$ cat src/rtl/rf_xfer_pkg.sv
// Shared types and default sizes for the register-file transfer engine.
package rf_xfer_pkg;

  localparam int unsigned AW    = 5;
  localparam int unsigned DW    = 8;
  localparam int unsigned DEPTH = 2 ** AW;
  localparam int unsigned LEN_W = AW + 1;

  typedef enum logic [1:0] {
    OpMove = 2'd0,
    OpFill = 2'd1,
    OpSwap = 2'd2,
    OpRsvd = 2'd3
  } xfer_op_e;

  typedef enum logic [2:0] {
    StIdle,
    StMove,
    StFill,
    StSwapRd,
    StSwapWr,
    StDone
  } xfer_state_e;

endpackage

$ cat src/rtl/rf_xfer_addr_gen.sv
// Loadable address pointer with up/down stepping and a remaining-element count.
module rf_xfer_addr_gen
  import rf_xfer_pkg::*;
#(
  parameter int unsigned AW = rf_xfer_pkg::AW,
  parameter int unsigned LW = rf_xfer_pkg::LEN_W
) (
  input  logic          clk,
  input  logic          rst,
  input  logic          load,
  input  logic [AW-1:0] base,
  input  logic [LW-1:0] len,
  input  logic          down,
  input  logic          step,
  output logic [AW-1:0] ptr,
  output logic          last
);

  logic [AW-1:0] ptr_q, ptr_d;
  logic [LW-1:0] rem_q, rem_d;
  logic          down_q, down_d;

  always_comb begin
    ptr_d  = ptr_q;
    rem_d  = rem_q;
    down_d = down_q;
    if (load) begin
      down_d = down;
      rem_d  = len;
      // Descending walks start at the last element; truncating len is exact mod 2**AW.
      ptr_d  = down ? base + AW'(len) - AW'(1) : base;
    end else if (step) begin
      ptr_d = down_q ? ptr_q - AW'(1) : ptr_q + AW'(1);
      rem_d = rem_q - LW'(1);
    end
  end

  always_ff @(posedge clk or posedge rst) begin
    if (rst) begin
      ptr_q  <= '0;
      rem_q  <= '0;
      down_q <= 1'b0;
    end else begin
      ptr_q  <= ptr_d;
      rem_q  <= rem_d;
      down_q <= down_d;
    end
  end

  assign ptr  = ptr_q;
  assign last = (rem_q == LW'(1));

endmodule

$ cat src/rtl/rf_xfer_engine.sv
// Block MOVE/FILL/SWAP initiator for the dual-read/single-write file register.
// Define XFER_CHKSUM_EN to build the mod-256 written-data checksum on chk_sum.
module rf_xfer_engine
  import rf_xfer_pkg::*;
#(
  parameter int unsigned AW = rf_xfer_pkg::AW,
  parameter int unsigned DW = rf_xfer_pkg::DW
) (
  input  logic          clk,
  input  logic          rst,
  input  logic          cmd_valid,
  output logic          cmd_ready,
  input  logic [1:0]    cmd_op,
  input  logic [AW-1:0] cmd_src,
  input  logic [AW-1:0] cmd_dst,
  input  logic [AW:0]   cmd_len,
  input  logic [DW-1:0] cmd_fill,
  output logic          busy,
  output logic          done,
  output logic          err,
  output logic          FR_WE,
  output logic [AW-1:0] FR_Waddr,
  output logic [DW-1:0] FR_Wdata,
  output logic [AW-1:0] FR_RAddr_1,
  input  logic [DW-1:0] FR_Rdata_1,
  output logic [AW-1:0] FR_RAddr_2,
  input  logic [DW-1:0] FR_Rdata_2,
  output logic [DW-1:0] chk_sum
);

  localparam int unsigned LW = AW + 1;
  localparam logic [LW-1:0] Limit = LW'(1) << AW;

  xfer_state_e   state_q, state_d;
  logic          err_q, err_d;
  logic [DW-1:0] fill_q, tmp_q;
  logic [AW-1:0] src_ptr, dst_ptr;
  logic          src_last, dst_last, step_src, step_dst;
  logic          accept, reject, descend, overlap;
  logic [LW-1:0] src_end, dst_end;
  xfer_op_e      op;

  assign op      = xfer_op_e'(cmd_op);
  assign accept  = cmd_valid & cmd_ready;
  assign src_end = LW'(cmd_src) + cmd_len;
  assign dst_end = LW'(cmd_dst) + cmd_len;
  assign overlap = (cmd_len != '0) && (LW'(cmd_src) < dst_end) && (LW'(cmd_dst) < src_end);
  assign reject  = (op == OpRsvd) || (src_end > Limit) || (dst_end > Limit) ||
                   ((op == OpSwap) && overlap);
  // A forward copy into the tail of its own source would read already-written data.
  assign descend = (op == OpMove) && (cmd_dst > cmd_src) && (LW'(cmd_dst) < src_end);

  rf_xfer_addr_gen #(.AW(AW), .LW(LW)) u_src_gen (
    .clk  (clk),
    .rst  (rst),
    .load (accept),
    .base (cmd_src),
    .len  (cmd_len),
    .down (descend),
    .step (step_src),
    .ptr  (src_ptr),
    .last (src_last)
  );

  rf_xfer_addr_gen #(.AW(AW), .LW(LW)) u_dst_gen (
    .clk  (clk),
    .rst  (rst),
    .load (accept),
    .base (cmd_dst),
    .len  (cmd_len),
    .down (descend),
    .step (step_dst),
    .ptr  (dst_ptr),
    .last (dst_last)
  );

  always_comb begin
    state_d  = state_q;
    err_d    = err_q;
    step_src = 1'b0;
    step_dst = 1'b0;
    unique case (state_q)
      StIdle: begin
        if (accept) begin
          err_d = reject;
          if (reject || (cmd_len == '0)) begin
            state_d = StDone;
          end else begin
            unique case (op)
              OpMove:  state_d = StMove;
              OpFill:  state_d = StFill;
              default: state_d = StSwapRd;
            endcase
          end
        end
      end
      StMove: begin
        step_src = 1'b1;
        step_dst = 1'b1;
        if (src_last) state_d = StDone;
      end
      StFill: begin
        step_dst = 1'b1;
        if (dst_last) state_d = StDone;
      end
      StSwapRd: state_d = StSwapWr;
      StSwapWr: begin
        step_src = 1'b1;
        step_dst = 1'b1;
        state_d  = src_last ? StDone : StSwapRd;
      end
      StDone:  state_d = StIdle;
      default: state_d = StIdle;
    endcase
  end

  always_comb begin
    FR_WE      = 1'b0;
    FR_Waddr   = '0;
    FR_Wdata   = '0;
    FR_RAddr_1 = '0;
    FR_RAddr_2 = '0;
    unique case (state_q)
      StMove: begin
        FR_WE      = 1'b1;
        FR_Waddr   = dst_ptr;
        FR_Wdata   = FR_Rdata_1;
        FR_RAddr_1 = src_ptr;
      end
      StFill: begin
        FR_WE    = 1'b1;
        FR_Waddr = dst_ptr;
        FR_Wdata = fill_q;
      end
      StSwapRd: begin
        FR_WE      = 1'b1;
        FR_Waddr   = dst_ptr;
        FR_Wdata   = FR_Rdata_1;
        FR_RAddr_1 = src_ptr;
        FR_RAddr_2 = dst_ptr;
      end
      StSwapWr: begin
        FR_WE      = 1'b1;
        FR_Waddr   = src_ptr;
        FR_Wdata   = tmp_q;
        FR_RAddr_1 = src_ptr;
        FR_RAddr_2 = dst_ptr;
      end
      default: ;
    endcase
  end

  always_ff @(posedge clk or posedge rst) begin
    if (rst) begin
      state_q <= StIdle;
      err_q   <= 1'b0;
      fill_q  <= '0;
      tmp_q   <= '0;
    end else begin
      state_q <= state_d;
      err_q   <= err_d;
      if (accept) fill_q <= cmd_fill;
      if (state_q == StSwapRd) tmp_q <= FR_Rdata_2;
    end
  end

  assign cmd_ready = (state_q == StIdle);
  assign busy      = (state_q != StIdle);
  assign done      = (state_q == StDone);
  assign err       = done & err_q;

`ifdef XFER_CHKSUM_EN
  logic [DW-1:0] sum_q;

  always_ff @(posedge clk or posedge rst) begin
    if (rst) begin
      sum_q <= '0;
    end else if (accept) begin
      sum_q <= '0;
    end else if (FR_WE) begin
      sum_q <= sum_q + FR_Wdata;
    end
  end

  assign chk_sum = sum_q;
`else
  assign chk_sum = '0;
`endif

endmodule

$ cat config.mk
export PLATFORM = sky130hd
export DESIGN_NAME = rf_xfer_engine
export DESIGN_NICKNAME = d
export VERILOG_FILES = /design/src/rtl/rf_xfer_pkg.sv /design/src/rtl/rf_xfer_addr_gen.sv /design/src/rtl/rf_xfer_engine.sv
export SDC_FILE = /design/constraint.sdc
export NUM_CORES = 1
export LEC_CHECK = 0
export ABC_AREA = 1
export BUFFER_PORTS_ARGS = -buffer_cell sky130_fd_sc_hd__buf_4
export CAP_MARGIN = 10
export CORE_MARGIN = 2
export CORE_UTILIZATION = 25
export CTS_BUF_LIST = sky130_fd_sc_hd__clkbuf_4
export DETAILED_ROUTE_END_ITERATION = 10
export PLACE_DENSITY_LB_ADDON = 0.3
export SLEW_MARGIN = 0
export SYNTH_ARGS = -nofsm -noshare
export SYNTH_HDL_FRONTEND = slang
export SYNTH_SLANG_ARGS = --single-unit
$ cat constraint.sdc
create_clock -name clk -period 2.13 [get_ports clk]
set_input_delay 0.426 -clock clk [delete_from_list [all_inputs] [get_ports clk]]
set_output_delay 0.426 -clock clk [all_outputs]
set_load 0.01 [all_outputs]
Yosys cells after proc, flatten, opt, wreduce, memory -nomap -nowiden
Index checks and enable logic that the tools add are counted. Widths: inputs -> output; s select.

Register bits after elaboration: 43.

$add $sub $neg: 12. Bitwise gates (word level): 2. Muxes and demuxes: 26. Equal/unequal tests: 13. Reductions and logical operators: 25. Order comparisons: 5.

Operators with widths (count): $mux 5 (10); $mux 6 (4); $pmux 8 s3 (1); $sub 5x1->5 const B (4); $mux 3 (5); $pmux 3 s5 (1); $add 5x6->6 (2); $eq 6x1->1 const B (2); $gt 6x6->1 const B (2); $lt 5x6->1 (2); $sub 6x1->6 const B (2); $add 5x1->5 const B (2); $add 5x5->5 (2); $pmux 5 s2 (1); $reduce_or 3->1 (3); $eq 3x2->1 const B (2); $eq 3x3->1 const B (2); $logic_not 6->1 (1); $reduce_bool 6->1 (1); $reduce_or 2->1 (3); $gt 5x5->1 (1); $logic_and 1x1->1 (5); $eq 2x2->1 const B (2); $logic_or 1x1->1 (4); other kinds (14) (19).

Logic depth before layout (Yosys ltp)
Gate-level depths: netlist of the first run.

Word-level depth: 10. Depth in mapped cells: 22. Gate-level depth less buffers: 22.

Modules after synthesis
From an unflattened synthesis of the first run, not the netlist that was laid out.

Cell total of the unflattened synthesis: 613. Area, all modules: 4231.6 um^2.

Modules (own cells, without submodules): rf_xfer_engine (instances 1, sequential area each 500.5 um^2, cells each 333, area each 2142.1 um^2); rf_xfer_addr_gen (instances 2, sequential area each 300.3 um^2, cells each 140, area each 1044.8 um^2).

Worst setup path after synthesis of the first run
OpenSTA, ideal clock, no wires.

Kind: input to register. From: input cmd_src[0]. To: register u_dst_gen.ptr_q[2] (netlist: u_dst_gen.ptr[2]). Path buffers: 1. Cell stages on the path: 18. Setup time: 0.127 ns. Slack: -0.345 ns. Arrival: 2.348 ns. Cell sequence: ha_1 -> inv_1 -> fa_1 -> xnor2_1 -> inv_1 -> ha_1 -> nand2_1 -> inv_1 -> nand2_1 -> nand2_1 -> nand2_1 -> nand2_1 -> nand2_1 -> nand2_2 -> inv_2 -> buf_6 -> o211ai_1 -> a21oi_1.

Longest elaborated chain between the ends: 5. Elaborated cells between the ends (all ways): 7. Those cells by class: add/sub: 1; order compare: 2; mux: 2; reduce/logical: 2.

RTL lines: start, declared (line rf_xfer_engine.sv:14) `input logic [AW-1:0] cmd_src,`; $add 5x6->6 or $gt 5x5->1 (tied branches) (line rf_xfer_engine.sv:45, rf_xfer_engine.sv:51); $lt 5x6->1 or $logic_and 1x1->1 (tied branches) (line rf_xfer_engine.sv:51) `assign descend = (op == OpMove) && (cmd_dst > cmd_src) && (LW'(cmd_dst) < src_end);`; $logic_and 1x1->1 * (line rf_xfer_engine.sv:51); $mux 5 * (line rf_xfer_addr_gen.sv:31) `ptr_d = down ? base + AW'(len) - AW'(1) : base;`; $mux 5 * (line rf_xfer_addr_gen.sv:27) `if (load) begin`; end signal, assigned (line rf_xfer_addr_gen.sv:44) `ptr_q <= ptr_d;`; end, declared (line rf_xfer_addr_gen.sv:19) `logic [AW-1:0] ptr_q, ptr_d;`.

Mark *: on every way between the ends. The rest lies on a longest branch, timed or not. A chain may end at the register's enable or synchronous reset.

Worst setup path after layout of the first run
From: input cmd_len[0]. To: register state_q[0].

Longest elaborated chain between the ends: 10. Elaborated cells between the ends (all ways): 18. Those cells by class: add/sub: 2; order compare: 4; mux: 3; reduce/logical: 9.

RTL lines: start, declared (line rf_xfer_engine.sv:16) `input logic [AW:0] cmd_len,`; $add 5x6->6 (line rf_xfer_engine.sv:46) `assign dst_end = LW'(cmd_dst) + cmd_len;`; $lt 5x6->1 (line rf_xfer_engine.sv:47) `assign overlap = (cmd_len != '0) && (LW'(cmd_src) < dst_end) && (LW'(cmd_dst) < src_end);`; $logic_and 1x1->1 (2 in a row) (line rf_xfer_engine.sv:47); $logic_and 1x1->1 (line rf_xfer_engine.sv:49) `((op == OpSwap) && overlap);`; $logic_or 1x1->1 (line rf_xfer_engine.sv:48) `assign reject = (op == OpRsvd) || (src_end > Limit) || (dst_end > Limit) ||`; $logic_or 1x1->1 * (line rf_xfer_engine.sv:86) `if (reject || (cmd_len == '0)) begin`; $mux 3 * (line rf_xfer_engine.sv:86); $mux 3 * (line rf_xfer_engine.sv:84) `if (accept) begin`; $pmux 3 s5 * (line rf_xfer_engine.sv:82) `unique case (state_q)`; end signal, assigned (line rf_xfer_engine.sv:155) `state_q <= StIdle;`; end signal, assigned (line rf_xfer_engine.sv:160) `state_q <= state_d;`; end, declared (line rf_xfer_engine.sv:34) `xfer_state_e state_q, state_d;`.

Mark *: on every way between the ends. The rest lies on a longest branch, timed or not. The select of a mux whose other input is x is not followed.

==> results_dict.tcl, run 1 <==
set metrics [dict create \
    status "complete, but fails checks" \
    violations "setup timing" \
    cts_tree "yes" \
    peakVddDrop_mv 0.2210 \
    multi_input_area_sq_um 2959 \
    start_kind "primary input" \
    p_comb_frac 0.540 \
    synth_top_area_frac 0.2655 \
    synth_top_family_by_area "simple AND/OR/NAND/NOR gates" \
    drt_iter0_markers 221 \
    crit_buf_inv 5 \
    ys_warn_count 0 \
    layout.cells.non_filler 941 \
    cpLargestDelayFamily "simple AND/OR/NAND/NOR gates" \
    drive_above_1_share 0.3931 \
    vias_per_cell 4.336 \
    gp_congestion 0.8139 \
    min_path_type "primary input to async pin" \
    htree_levels 2 \
    synth.area.mux_share 0 \
    power.internal_w 0.002000 \
    cellLeakagePower_nw 3.033 \
    setup_viol 18 \
    post-place-ws_ps -615.6 \
    nFillCells 1693 \
    area.growth.synth_to_final_pct 49.34 \
    grt_setup_unrepaired "true" \
    cpMaxStageDelayCell "fa_2" \
    cap_violations 0 \
    crit_top_cell "nand2_2" \
    grt_max_degree 20 \
    synth_compound_area_frac 0.1346 \
    endpoint_kind "flip-flop" \
    p_per_area_nw_per_um2 554.0 \
    fin_skew_ps 24.04 \
    seqCellArea_sq_um 1077 \
    die_x_um 131.3 \
    critPathRequiredTime_ps 2480 \
    timing.final.crit_share 1.052 \
    synth-main-ff-cell "dfrtp_1" \
    antenna_cells 0 \
    final_cell_area_sq_um 6052 \
    final_hold_viol_count 0 \
    synthArstFlopShare 1.000 \
    yosys.area_share.simple 0.2640 \
    reg2reg_depth 13 \
    cts_sinks 43 \
    p_sw_frac 0.4036 \
    fin_ws_ps -110.4 \
    cp.arrival_ps 2590 \
    yosysSeqAreaShare 0.2655 \
    cts_buffers 5 \
    drc 0 \
    yosysMostFrequentCell "nand2_1" \
    path_depth 21 \
    io_pins 81 \
    die-area_sq_um 17240 \
    grt_pass1_wl_um 20400 \
    synthTopCellsByArea "dfrtp_1, ha_1, nand2_1" \
    slowest_delay_ps 380 \
    track_usage 0.1446 \
    synth_cell_types 43 \
    seq_power_share 0.329 \
    num_vias 4080 \
    overflow 0 \
    path_cells "buf_8, ha_4, inv_2, fa_2, xnor2_2, inv_2, ha_4, nand2_2, inv_2, nand2_1, nand2_1, nand2_2, nand2_4, buf_6, a21oi_4, nand2_2, nand3_2, nand2_2, nand2_2, nand2_1, nand2_1" \
    cts_hold_buf 0 \
    synth.avg_cell_area_sq_um 7.160 \
    max_clock_freq_mhz 446.4 \
    clk_latency_ps 390 \
    cp_max_fo 3 \
    path_class "primary input to flip-flop" \
    synthAdderAreaFrac 0.1778 \
    wl_per_cell_um 13.42 \
    firstDrtPassIters 4 \
    io_buffers 72 \
    grt_pass1_vias 4038 \
    root_buffer "clkbuf_4" \
    routed_wl_um 12630 \
    slew_violations 0 \
    switchingPower_w 0.001353 \
    synth_common_cells "nand2_1, inv_1, ha_1, dfrtp_1, nor2_1" \
    pwr-share-clk 0.131 \
    clk_pin_slew_ps 150 \
    cts_buffer_depth 2 \
    nets 823 \
    initial_core_util 0.2551 \
    post-synth-top-area-cell "dfrtp_1" \
    rows 46 \
    syn_area_sq_um 4053 \
    antenna_found_initial 0 \
    place_area_sq_um 5339 \
    dpl.cell_count 915 \
    synthCells 566 \
    synth-xor-area-share 0.03458 \
    coreArea_sq_um 15890 \
    finalCriticalPeriod_ps 2240 \
    dp_hpwl_um 10120 \
    ant_nets 0 \
    ys_seq_elements 43 \
    synth-edff-count 0 \
    die_y_um 131.3 \
]
kinds of logic after synthesis:
group	count (synthesis)
xor gates and xnor gates	16
AOI/OAI and AO/OA	90
DFF	43
and+or+nand+nor	249
buffers and inverters	113
other	1
adders and majority gates	54
what timing repair did:
action                                  4_1_cts  5_1_grt
buffers inserted                             11        8
endpoints found under the setup margin       37       36
cloned                                        0        1
pin swaps                                    32       48
resized for setup                            38       98
registers in the layout, summed over array words and instances (netlist names):
register / flops
err_q: 1
fill_q: 8
state_q: 3
tmp_q: 8
u_dst_gen.down_q: 1
u_dst_gen.ptr: 5
u_dst_gen.rem_q: 6
u_src_gen.ptr: 5
u_src_gen.rem_q: 6
stage by stage:
step	setup TNS (ps)	total power, W	util	hold WS [ps]
after floorplan	-2457	0.002041	-	442.2
after global placement	-7386	0.002687	0.3361	455.5
after detailed placement	-8072	0.002693	0.3361	456.3
after CTS	-36.60	0.003206	0.3526	11.53
after global routing	-3042	0.003656	0.3810	32.03
final	-809.1	0.003353	0.3810	1.283
worst paths after layout:
| kind | from | to | slack (ps) |
|---|---|---|---|
| setup / recovery | cmd_len[0] | state_q[0] | -110 |
| hold / removal | rst | tmp_q[0] | 1 |
| setup reg to reg | state_q[2] | u_dst_gen.ptr[1] | 160 |
| hold reg to reg | fill_q[1] | fill_q[1] | 490 |
| max in group asynchronous | rst | tmp_q[6] | 1550 |
| min in group clk | cmd_fill[7] | fill_q[7] | 220 |
metal layers:
layer / GRT usage / part of all wire / vias to the layer above
met5: 0 / 0 / -
met2: 0.2395 / 0.47 / 93
met1: 0.1997 / 0.48 / 1858
met3: 0.02315 / 0.042 / 13
li1: - / - / 2116
met4: 0.02899 / 0.011 / 0
area by class of cell:
type / count / area share
multi-input combinational: 417 / 0.4889
timing repair buffer: 160 / 0.2150
sequential: 43 / 0.1780
inverter: 96 / 0.06285
tap: 216 / 0.04466
clock buffer: 6 / 0.007443
clock inverter: 2 / 0.002067
timing repair inverter: 1 / 0.001034
worst register-to-register path, cell delays in order, from the launching register on:
cell      delay (ps)
dfrtp_2          500
inv_2            120
nor2_4            60
clkinv_4          60
buf_6            120
buf_4            130
nand2_4           90
nor2_4           100
inv_2             70
nor2_4           210
inv_4             50
o21ai_0          170
o21bai_1         130
inv_1             50
power by group through the flow:
stage	Sequential (W)	Clock, W	Combinational, W
final	0.00110	0.000441	0.00181
after global routing	0.00112	0.000490	0.00204
after CTS	0.00110	0.000457	0.00165
after detailed placement	0.00112	0	0.00158
after global placement	0.00111	0	0.00157
after floorplan	0.00108	0	0.000964
cells in the final DEF (no fill, tap or decap), drive strengths merged:
master    Yosys  final
inv          96     96
o21ai        24     24
clkinvlp      0      1
a31oi         8      8
nor4          2      2
conb          1      8
dfrtp        43     43
xor2          3      3
a22oi         4      4
nand2       156    156
clkinv        0      2
a21o          3      3
fa            6      6
o31ai         1      1
o221ai        2      2
o311ai        1      1
a32oi         1      1
ha           48     48
nand4         4      4
nor2         48     48
nor3          4      4
a221o         1      1
o21bai        1      1
nand3        28     28
a21oi        25     25
xnor2        13     13
o22ai         6      6
clkbuf        2      6
nand3b        2      2
o211ai       10     10
o21ba         1      1
and2          1      1
or2           4      4
buf          15    160
o21a          2      2
No activity file was read; power rests on OpenSTA's default activity.
==> run 2, diff against run 1 <==
- SYNTH_HIERARCHICAL: unset -> 1
==> results_dict.tcl, run 2 <==
set metrics [dict create \
    cts_sinks 44 \
    max_slew_margin 0.6610 \
    final_hold_viol_count 0 \
    synth_top_area_frac 0.2602 \
    critPathRequiredTime_ps 2450 \
    grt_max_degree 21 \
    grt_pass1_wl_um 20180 \
    finalCriticalPeriod_ps 2370 \
    wl_per_cell_um 13.14 \
    fin_skew_ps 24.11 \
    p_per_area_nw_per_um2 346.4 \
    io_pins 81 \
    synthTopCellsByArea "dfrtp_1, nand2_1, ha_1" \
    die_x_um 134.1 \
    synth-main-ff-cell "dfrtp_1" \
    setup_viol 16 \
    reg_top3 "fill_q: 8 flops, tmp_q: 8 flops" \
    clk_pin_slew_ps 150 \
    max_clock_freq_mhz 422.0 \
    synth_cell_types 36 \
    htree_levels 2 \
    dp_hpwl_um 10080 \
    vias_per_cell 4.385 \
    min_path_type "primary input to async pin" \
    cpMaxStageDelayCell "fa_2" \
    synth.avg_cell_area_sq_um 6.903 \
    worst_slew_pin_slew_ps 508.0 \
    cp.arrival_ps 2690 \
    die-area_sq_um 17980 \
    mostFrequentLayoutCells "nand2_1, buf_4, inv_1" \
    reg2reg_slack_ps 110 \
    timing.rr.end "u_src_gen/ptr[2]" \
    violations "setup timing" \
    area.growth.synth_to_final_pct 36.93 \
    slowest_delay_ps 350 \
    firstDrtPassIters 5 \
    start_kind "primary input" \
    yosysMostFrequentCell "nand2_1" \
    synth_common_cells "nand2_1, inv_1, ha_1, dfrtp_1, nor2_1" \
    routed_wl_um 12690 \
    final_cell_area_sq_um 5794 \
    io_buffers 72 \
    yosysSeqAreaShare 0.2602 \
    synthCells 613 \
    antenna_cells 0 \
    synthArstFlopShare 1.000 \
    track_usage 0.1400 \
    cts_buffers 5 \
    root_buffer "clkbuf_4" \
    path_cells "buf_8, ha_4, inv_2, fa_2, nand3b_1, nand2_1, xor2_1, inv_1, ha_1, nand2_1, nand2_2, a21oi_4, buf_12, inv_2, a21oi_2, o21ai_1, a21oi_1" \
    grt_pass1_vias 3975 \
    nFillCells 1806 \
    rows 47 \
    ys_warn_count 6 \
    fin_ws_ps -239.7 \
    antenna_found_initial 0 \
    cts_tree "yes" \
    slew_violations 0 \
    crit_end "u_dst_gen/ptr[1]" \
    ant_nets 0 \
    reg2reg_depth 10 \
    path_depth 17 \
    grt_setup_unrepaired "true" \
    peakVddDrop_mv 0.1697 \
    status "complete, but fails checks" \
    clk_latency_ps 370 \
    post-synth-top-area-cell "dfrtp_1" \
    syn_area_sq_um 4232 \
    drive_above_1_share 0.3070 \
    final_common_cell "nand2_1" \
    ys_seq_elements 44 \
    drt_iter0_markers 230 \
    cts_buffer_depth 2 \
    holdWs_ps 69.50 \
    cpLargestDelayFamily "adder cells" \
    drc 0 \
    cts_hold_buf 0 \
    coreArea_sq_um 16580 \
    synth-edff-count 0 \
    endpoint_kind "flip-flop" \
    overflow 0 \
    nets 844 \
    die_y_um 134.1 \
    crit_buf_inv 5 \
    num_vias 4236 \
    cp-startpoint "cmd_src[0]" \
    cap_violations 0 \
    cp_max_fo 5 \
    cellLeakagePower_nw 3.061 \
    timing.final.crit_share 1.113 \
    initial_core_util 0.2552 \
    r2r_start "state_q[0]" \
    path_class "primary input to flip-flop" \
    place_area_sq_um 5378 \
    gp_congestion 0.8278 \
]
## run 2: changes by cell type in the layout (fill, tap and decap cells not counted), moves of 7 or more
cell      delta
inv_1       +32
nand2_1     +25
buf_4       -19
buf_6        -9
nand2_4      -9
nor2_1       +8
o21ai_1      +8
a22oi_1      +7
ha_4         -7
nor2_2       -7
o211ai_1     -7
## run 2: per-stage QoR
stage          cells  total power [W]    util  setup WS [ps]  setup TNS, ps
2_1_floorplan    620         0.001230       -         -372.4          -4068
3_3_place_gp     946         0.001491  0.3243         -628.4          -8894
3_5_place_dp     946         0.001494  0.3243         -666.6          -9340
4_1_cts          958         0.001993  0.3370         -188.0          -2056
5_1_grt          966         0.002154  0.3494         -379.6          -5139
6_report         966         0.002007  0.3494         -239.7          -2868
## run 2: what timing repair did
action	4_1_cts	5_1_grt
buffers inserted	3	9
endpoints found under the setup margin	18	37
gates cloned	1	1
gates resized for setup	25	45
pin swaps	7	12
## run 2: cell type report
class | instances | area [sq um] | share of cell area
clock buffer | 7 | 52.55 | 0.009069
timing repair buffer | 133 | 1077 | 0.1859
sequential | 44 | 1104 | 0.1905
multi-input combinational | 436 | 2799 | 0.4830
inverter | 125 | 478.0 | 0.08249
tap | 220 | 275.3 | 0.04751
clock inverter | 1 | 8.758 | 0.001512
## run 2: report_power, final
part / switching (W) / internal (W)
clock: 0.000302 / 0.000159
combinational: 0.000362 / 0.000335
sequential: 0.00000572 / 0.000843
## run 2: worst min path at each step
stage             start                 end
2_1_floorplan       rst    u_dst_gen/down_q
3_3_place_gp   tmp_q[7]            tmp_q[7]
3_5_place_dp   tmp_q[3]            tmp_q[3]
4_1_cts             rst          state_q[0]
5_1_grt             rst  u_dst_gen/rem_q[0]
6_report            rst  u_dst_gen/rem_q[0]
## run 2: routing by layer
| metal | routed length [um] | up-vias | track usage |
|---|---|---|---|
| li1 | - | 2203 | - |
| met1 | 5881 | 1964 | 0.1839 |
| met2 | 6333 | 53 | 0.2470 |
| met3 | 273 | 16 | 0.01625 |
| met4 | 204 | 0 | 0.03158 |
| met5 | 0 | - | 0 |
## run 2: kinds of logic after synthesis
family                     after synthesis  share of synthesized area
AOI/OAI and AO/OA                       97                     0.1348
and+or+nand+nor                        264                     0.2735
DFF                                     44                     0.2602
xor gates and xnor gates                13                    0.02691
adders and majority gates               54                     0.1703
buffers and inverters                  140                     0.1334
other                                    1                  0.0008862
